==> src/rtl/expr_chk_multi.sv <==
// Multi-channel runtime expression checker: ALWAYS / NEVER / WITHIN modes,
// with per-channel error pulse, sticky flag, saturating count and first-error capture.
module expr_chk_multi #(
   parameter int NCH   = 4,
   parameter int CNT_W = 8,
   parameter int WIN_W = 4,
   localparam int CH_W = (NCH > 1) ? $clog2(NCH) : 1
) (
   input  logic                 clk,
   input  logic                 rst,
   input  logic                 en,
   input  logic [2*NCH-1:0]     mode,
   input  logic [NCH-1:0]       trig,
   input  logic [NCH-1:0]       expr,
   input  logic [WIN_W-1:0]     window,
   input  logic                 clr,
   output logic [NCH-1:0]       err_pulse,
   output logic [NCH-1:0]       err_sticky,
   output logic [NCH*CNT_W-1:0] err_cnt,
   output logic                 first_err_vld,
   output logic [CH_W-1:0]      first_err_ch
);

   localparam logic [1:0] M_ALW = 2'd1;
   localparam logic [1:0] M_NEV = 2'd2;
   localparam logic [1:0] M_WIN = 2'd3;

   localparam logic [0:0] S_IDLE  = 1'b0;
   localparam logic [0:0] S_ARMED = 1'b1;

   localparam logic [CNT_W-1:0] CNT_MAX = '1;

   logic [NCH-1:0]            state_q, state_d;
   logic [NCH-1:0][WIN_W-1:0] timer_q, timer_d;
   logic [NCH-1:0]            viol;

   logic [NCH-1:0]            pulse_q, pulse_d;
   logic [NCH-1:0]            sticky_q, sticky_d;
   logic [NCH-1:0][CNT_W-1:0] cnt_q, cnt_d;
   logic                      fvld_q, fvld_d;
   logic [CH_W-1:0]           fch_q, fch_d;
   logic [CH_W-1:0]           low_idx;

   // Per-channel check evaluation and WITHIN FSM
   always_comb begin
      state_d = state_q;
      timer_d = timer_q;
      viol    = '0;
      for (int i = 0; i < NCH; i++) begin
         case (mode[2*i +: 2])
            M_ALW: begin
               viol[i]    = en & ~expr[i];
               state_d[i] = S_IDLE;
            end
            M_NEV: begin
               viol[i]    = en & expr[i];
               state_d[i] = S_IDLE;
            end
            M_WIN: begin
               if (en) begin
                  if (state_q[i] == S_IDLE) begin
                     if (trig[i] && !expr[i]) begin
                        if (window == '0) begin
                           viol[i] = 1'b1;
                        end else begin
                           timer_d[i] = window;
                           state_d[i] = S_ARMED;
                        end
                     end
                  end else if (expr[i]) begin
                     state_d[i] = S_IDLE;
                  end else if (timer_q[i] == WIN_W'(1)) begin
                     viol[i]    = 1'b1;
                     state_d[i] = S_IDLE;
                  end else begin
                     timer_d[i] = timer_q[i] - WIN_W'(1);
                  end
               end
            end
            default: begin
               state_d[i] = S_IDLE;
            end
         endcase
      end
   end

   always_comb begin
      low_idx = '0;
      for (int i = NCH - 1; i >= 0; i--) begin
         if (viol[i]) begin
            low_idx = CH_W'(i);
         end
      end
   end

   // clr wipes the record first, so a same-cycle violation lands on a clean slate
   always_comb begin
      pulse_d  = viol;
      sticky_d = (clr ? '0 : sticky_q) | viol;
      fvld_d   = clr ? 1'b0 : fvld_q;
      fch_d    = clr ? '0 : fch_q;
      for (int i = 0; i < NCH; i++) begin
         cnt_d[i] = clr ? '0 : cnt_q[i];
         if (viol[i] && (cnt_d[i] != CNT_MAX)) begin
            cnt_d[i] = cnt_d[i] + CNT_W'(1);
         end
      end
      if (!fvld_d && (|viol)) begin
         fvld_d = 1'b1;
         fch_d  = low_idx;
      end
   end

   always_ff @(posedge clk) begin
      if (rst) begin
         state_q  <= '0;
         timer_q  <= '0;
         pulse_q  <= '0;
         sticky_q <= '0;
         cnt_q    <= '0;
         fvld_q   <= 1'b0;
         fch_q    <= '0;
      end else begin
         state_q  <= state_d;
         timer_q  <= timer_d;
         pulse_q  <= pulse_d;
         sticky_q <= sticky_d;
         cnt_q    <= cnt_d;
         fvld_q   <= fvld_d;
         fch_q    <= fch_d;
      end
   end

   assign err_pulse     = pulse_q;
   assign err_sticky    = sticky_q;
   assign err_cnt       = cnt_q;
   assign first_err_vld = fvld_q;
   assign first_err_ch  = fch_q;

endmodule

==> config.mk <==
export PLATFORM = sky130hd
export DESIGN_NAME = expr_chk_multi
export DESIGN_NICKNAME = d
export VERILOG_FILES = /design/src/rtl/expr_chk_multi.sv
export SDC_FILE = /design/constraint.sdc
export NUM_CORES = 1
export LEC_CHECK = 0
export ABC_CLOCK_PERIOD_IN_PS = 3400
export CAP_MARGIN = 20
export CORE_ASPECT_RATIO = 1.75
export CORE_MARGIN = 8
export CORE_UTILIZATION = 52
export DETAILED_ROUTE_END_ITERATION = 8
export PLACE_DENSITY = 0.83
export SKIP_CTS_REPAIR_TIMING = 1
export SLEW_MARGIN = 20
export SYNTH_ARGS = -nofsm -noshare
export SYNTH_HDL_FRONTEND = slang
export SYNTH_SLANG_ARGS = --single-unit
==> constraint.sdc <==
create_clock -name clk -period 3.4 [get_ports clk]
set_clock_uncertainty 0.2 [all_clocks]
set_input_delay 0.51 -clock clk [delete_from_list [all_inputs] [get_ports clk]]
set_output_delay 0.51 -clock clk [all_outputs]
set_load 0.005 [all_outputs]
=== Word level (Yosys, flattened, before mapping) ===
Cells that the tools add are included.

* Add/subtract/negate cells: 8
* Equal/unequal tests: 32
* Muxes and demuxes: 76
* Bitwise gates (word level): 17
* Reductions and logical operators: 29

{| class="wikitable"
|+ Operators with widths
! cell !! number
|-
| $mux W4 || 18
|-
| $mux W8 || 8
|-
| $mux W1 || 40
|-
| $add A8 B1 Y8 const B || 4
|-
| $ne A8 B8 Y1 const B || 4
|-
| $ne A2 B2 Y1 const B || 12
|-
| $reduce_and A6 Y1 || 4
|-
| $eq A2 B2 Y1 const B || 8
|-
| $eq A4 B1 Y1 const B || 4
|-
| $sub A4 B1 Y4 const B || 4
|-
| $mux W2 || 6
|-
| $pmux W1 S3 || 4
|-
| $reduce_bool A2 Y1 || 5
|-
| $logic_and A1 B1 Y1 || 9
|-
| $and A1 B1 Y1 || 8
|-
| $eq A2 B1 Y1 const B || 4
|-
| $not A1 Y1 || 8
|-
| $reduce_or A2 Y1 || 4
|-
| $logic_not A1 Y1 || 5
|-
| $logic_not A4 Y1 || 1
|-
| $or A4 B4 Y4 || 1
|-
| $reduce_or A4 Y1 || 1
|}

* Flip-flop bits (word level): 63
* Output and inout port bits: 43
* Word-level logic and storage cells: 178

=== Logic depth before layout (Yosys ltp) ===
* Depth after elaboration: 11
* Gate-level depth with buffers: 11
* Gate-level depth less buffers: 10

=== Worst setup path before layout ===
No wires, ideal clock.

* Path type: input to register
* Start: in clr
* End: reg cnt_q (netlist bit err_cnt[31])
* Setup time: 0.116 ns
* Arrival: 2.314 ns
* Required time: 3.084 ns
* Path slack: 0.770 ns
* Stages: 11
* Buffers on the path: 1
* Cells stage by stage: clkbuf_1 inv_1 nand2_1 inv_1 ha_1 nand2_1 nor4_1 a211o_2 nor3_4 a2111oi_0 a31o_1

* Cells in the longest elaborated chain, start to end: 4

{| class="wikitable"
|+ Ends and longest elaborated chain
! what !! line !! RTL
|-
| from (decl) || 16 || <nowiki>input logic clr,</nowiki>
|-
| $mux W8 (*) || 103 || <nowiki>cnt_d[i] = clr ? '0 : cnt_q[i];</nowiki>
|-
| branches (longest 2 deep; another with $add A8 B1 Y8) || -- ||
|-
| $mux W8 (*) || 104 || <nowiki>if (viol[i] && (cnt_d[i] != CNT_MAX)) begin</nowiki>
|-
| to (signal assigned) || 128 || <nowiki>cnt_q <= cnt_d;</nowiki>
|-
| to (decl) || 39 || <nowiki>logic [NCH-1:0][CNT_W-1:0] cnt_q, cnt_d;</nowiki>
|}

Every way passes the cells marked *.
A chain may end at the register's enable or synchronous reset.

=== Final worst setup path ===
* Start: in window[2]
* End: reg cnt_q (netlist bit err_cnt[31])

* Cells in the longest elaborated chain, start to end: 8

{| class="wikitable"
|+ Ends and longest elaborated chain
! what !! line !! RTL
|-
| from (decl) || 15 || <nowiki>input logic [WIN_W-1:0] window,</nowiki>
|-
| $logic_not A4 Y1 || 63 || <nowiki>if (window == '0) begin</nowiki>
|-
| $mux W1 || 63 ||
|-
| $mux W1 || 62 || <nowiki>if (trig[i] && !expr[i]) begin</nowiki>
|-
| $mux W1 || 61 || <nowiki>if (state_q[i] == S_IDLE) begin</nowiki>
|-
| $mux W1 || 60 || <nowiki>if (en) begin</nowiki>
|-
| $pmux W1 S3 || 50 || <nowiki>case (mode[2*i +: 2])</nowiki>
|-
| $logic_and A1 B1 Y1 || 104 ||
|-
| $mux W8 || 104 ||
|}

No other way between the ends.

==> impl_metrics.env <==
export IMPL_status="completed"
export IMPL_io_pins=67
export IMPL_critical_path_max_fanout=6
export IMPL_rows=40
export IMPL_syn_area_sq_um=3560
export IMPL_drive_gt1_share_pct=9.42
export IMPL_yosysUniqueCellTypes=61
export IMPL_drtIter0Drc=264
export IMPL_synth_area_leader_cell="dfxtp_1"
export IMPL_worstMarginPinSlew_ns=0.726
export IMPL_ys_ff_latch=63
export IMPL_synth_edf_count=0
export IMPL_die_w_microns=78.6
export IMPL_nNetsFinal=532
export IMPL_antenna_cells=0
export IMPL_core_area_sq_um=6760
export IMPL_timing_final_crit_share_pct=87.3
export IMPL_clock_root_buffer="clkbuf_16"
export IMPL_drt_pre_antenna_iters=4
export IMPL_worstHoldPathType="flip-flop to flip-flop"
export IMPL_dpl_hpwl_microns=7180
export IMPL_slew_violations=0
export IMPL_numCtsBuffers=9
export IMPL_start_util_pct=52.7
export IMPL_slew_headroom_pct=51.6
export IMPL_synth_area_leaders="dfxtp_1 (35%), nor2_1 (5.9%), nand2_1 (4.4%), ha_1 (4.2%), nor2b_1 (4.2%)"
export IMPL_grt_setup_unrepaired="no"
export IMPL_clk_pin_slew_ns=0.05
export IMPL_vias_per_cell=5.64
export IMPL_dieArea_sq_um=9860
export IMPL_holdCritStartpoint="err_sticky[3]"
export IMPL_ir_worst_vdd_v=0.000323
export IMPL_cts_num_sinks=63
export IMPL_via_count=3291
export IMPL_ys_seq_area_share_pct=35.4
export IMPL_crit_start="window[2]"
export IMPL_placed_area_sq_um=4300
export IMPL_gr_total_overflow=0
export IMPL_ys_warn_count=0
export IMPL_synth_top_area_share_pct=35.4
export IMPL_gp_congestion=0.896
export IMPL_die_h_microns=126
export IMPL_worstHoldPathCells=2
export IMPL_syn_inst=433
export IMPL_fin_setup_tns_ns=0
export IMPL_h_tree_depth=3
export IMPL_syn_area_per_cell_sq_um=8.23
export IMPL_drv_cap=0
export IMPL_arrival_ns=2.99
export IMPL_post_route_min_period_ns=2.97
export IMPL_worstSetupPathType="primary input to flip-flop"
export IMPL_post_route_util_pct=67.5
export IMPL_grt_pass1_vias=3300
export IMPL_grt_max_degree=38
export IMPL_syn_to_final_growth_pct=28.0
export IMPL_ys_async_sr_fraction_pct=0
export IMPL_final_setup_viol_count=0
export IMPL_ys_top_cells_by_count="dfxtp_1 (63), nor2_1 (56), nand2_1 (42)"
export IMPL_synth_nets=469
export IMPL_cts_tree="built"
export IMPL_power_density_nw_per_um2=390
export IMPL_finalHoldViolations=0
export IMPL_dp_cells=569
export IMPL_reg2reg_depth=6
export IMPL_wire_per_inst_microns=16.5
export IMPL_cts_buffer_depth=2
export IMPL_routed_wl_microns=9610
export IMPL_route_detailed_drc=0
export IMPL_synth_most_common_cell="dfxtp_1"
export IMPL_fill_cells=570
export IMPL_final_area_sq_um=4560
export IMPL_grt_pass1_wl_microns=15500
export IMPL_ys_flop_type="dfxtp_1"
export IMPL_crit_path_start_kind="primary input"
export IMPL_grt_antenna_before_repair=0
export IMPL_ant_nets=0
export IMPL_cp_end_kind="flip-flop"
export IMPL_cp_required_ns=3.42
export IMPL_r2r_start="state_q[3]"
export IMPL_clkLatencyLatePin_ns=0.33
export IMPL_port_buffers=66
export IMPL_instances_no_fill=583
export IMPL_grt_use_total_pct=19.6
export IMPL_leakagePower_nw=1.60
export IMPL_max_freq_mhz=337
export IMPL_finalPower_mw=1.78
## critical path: stages
cell,delay [ns]
clkdlybuf4s50_1,0.54
nor4_2,0.62
a31oi_1,0.21
a211o_2,0.45
nor3_4,0.27
a2111oi_0,0.15
a31o_1,0.23
## routing by layer
layer | track usage [%] | up-vias | part of all wire (%)
li1 | - | 1625 | -
met4 | 12.2 | 0 | 4.0
met5 | 0 | - | 0
met3 | 4.66 | 24 | 4.5
met1 | 18.9 | 1555 | 37
met2 | 35.8 | 87 | 54
## cells by family (layout without fill, tap and decap cells)
group	Yosys count	count (layout)	share of synthesized area, %
AOI/OAI and AO/OA	84	84	16.3
xor gates and xnor gates	22	22	5.41
adders and majority gates	12	12	4.21
buffers and inverters	42	108	4.92
DFF	63	63	35.4
muxes	15	15	4.35
and+or+nand+nor	195	195	29.5
## through the flow
stage	hold slack (ns)	setup WS (ns)
3_3_place_gp	0.262	0.232
4_1_cts	0.281	0.493
6_report	0.278	0.431
3_5_place_dp	0.271	0.145
2_1_floorplan	0.250	0.770
5_1_grt	0.299	0.327
## path summary, 6_finish.rpt
path,slack (ns),to
worst min register to register,0.28,err_sticky[3]
worst max register to register,0.91,err_cnt[31]
worst min-delay path,0.28,err_sticky[3]
worst max-delay path,0.43,err_cnt[31]
## final cells by class
cell class	instances	area [sq um]	area share, %
well taps	84	105	2.30
clock buffers	13	260	5.70
multi-input cells	328	2130	46.6
clock inverters	1	5.00	0.110
flip-flops and latches	63	1260	27.6
repair buffers	74	728	16.0
inverters	20	75.1	1.65
## power breakdown
| part | switching (mW) | total, mW | internal [mW] |
|---|---|---|---|
| registers | 0.0131 | 0.767 | 0.754 |
| logic | 0.0965 | 0.186 | 0.0898 |
| clock network | 0.302 | 0.825 | 0.523 |
## cell usage in the layout, fill, tap and decap left out, types with 11 or more instances in the layout
master,netlist,final
nand2_1,42,42
inv_1,20,20
mux2i_1,11,11
clkdlybuf4s50_1,0,65
ha_1,12,12
nor2_1,56,56
nand2b_1,12,12
dfxtp_1,63,63
o21ai_0,15,15
xnor2_1,17,17
nor2b_1,24,24
nand3_1,11,11
a21oi_1,29,29
## state kept, by name (all words and copies together) (netlist names)
signal         count
timer_q           16
first_err_vld      1
err_sticky         4
err_pulse          4
state_q            4
first_err_ch       2
err_cnt           32
(Power assumes the default switching activity.)
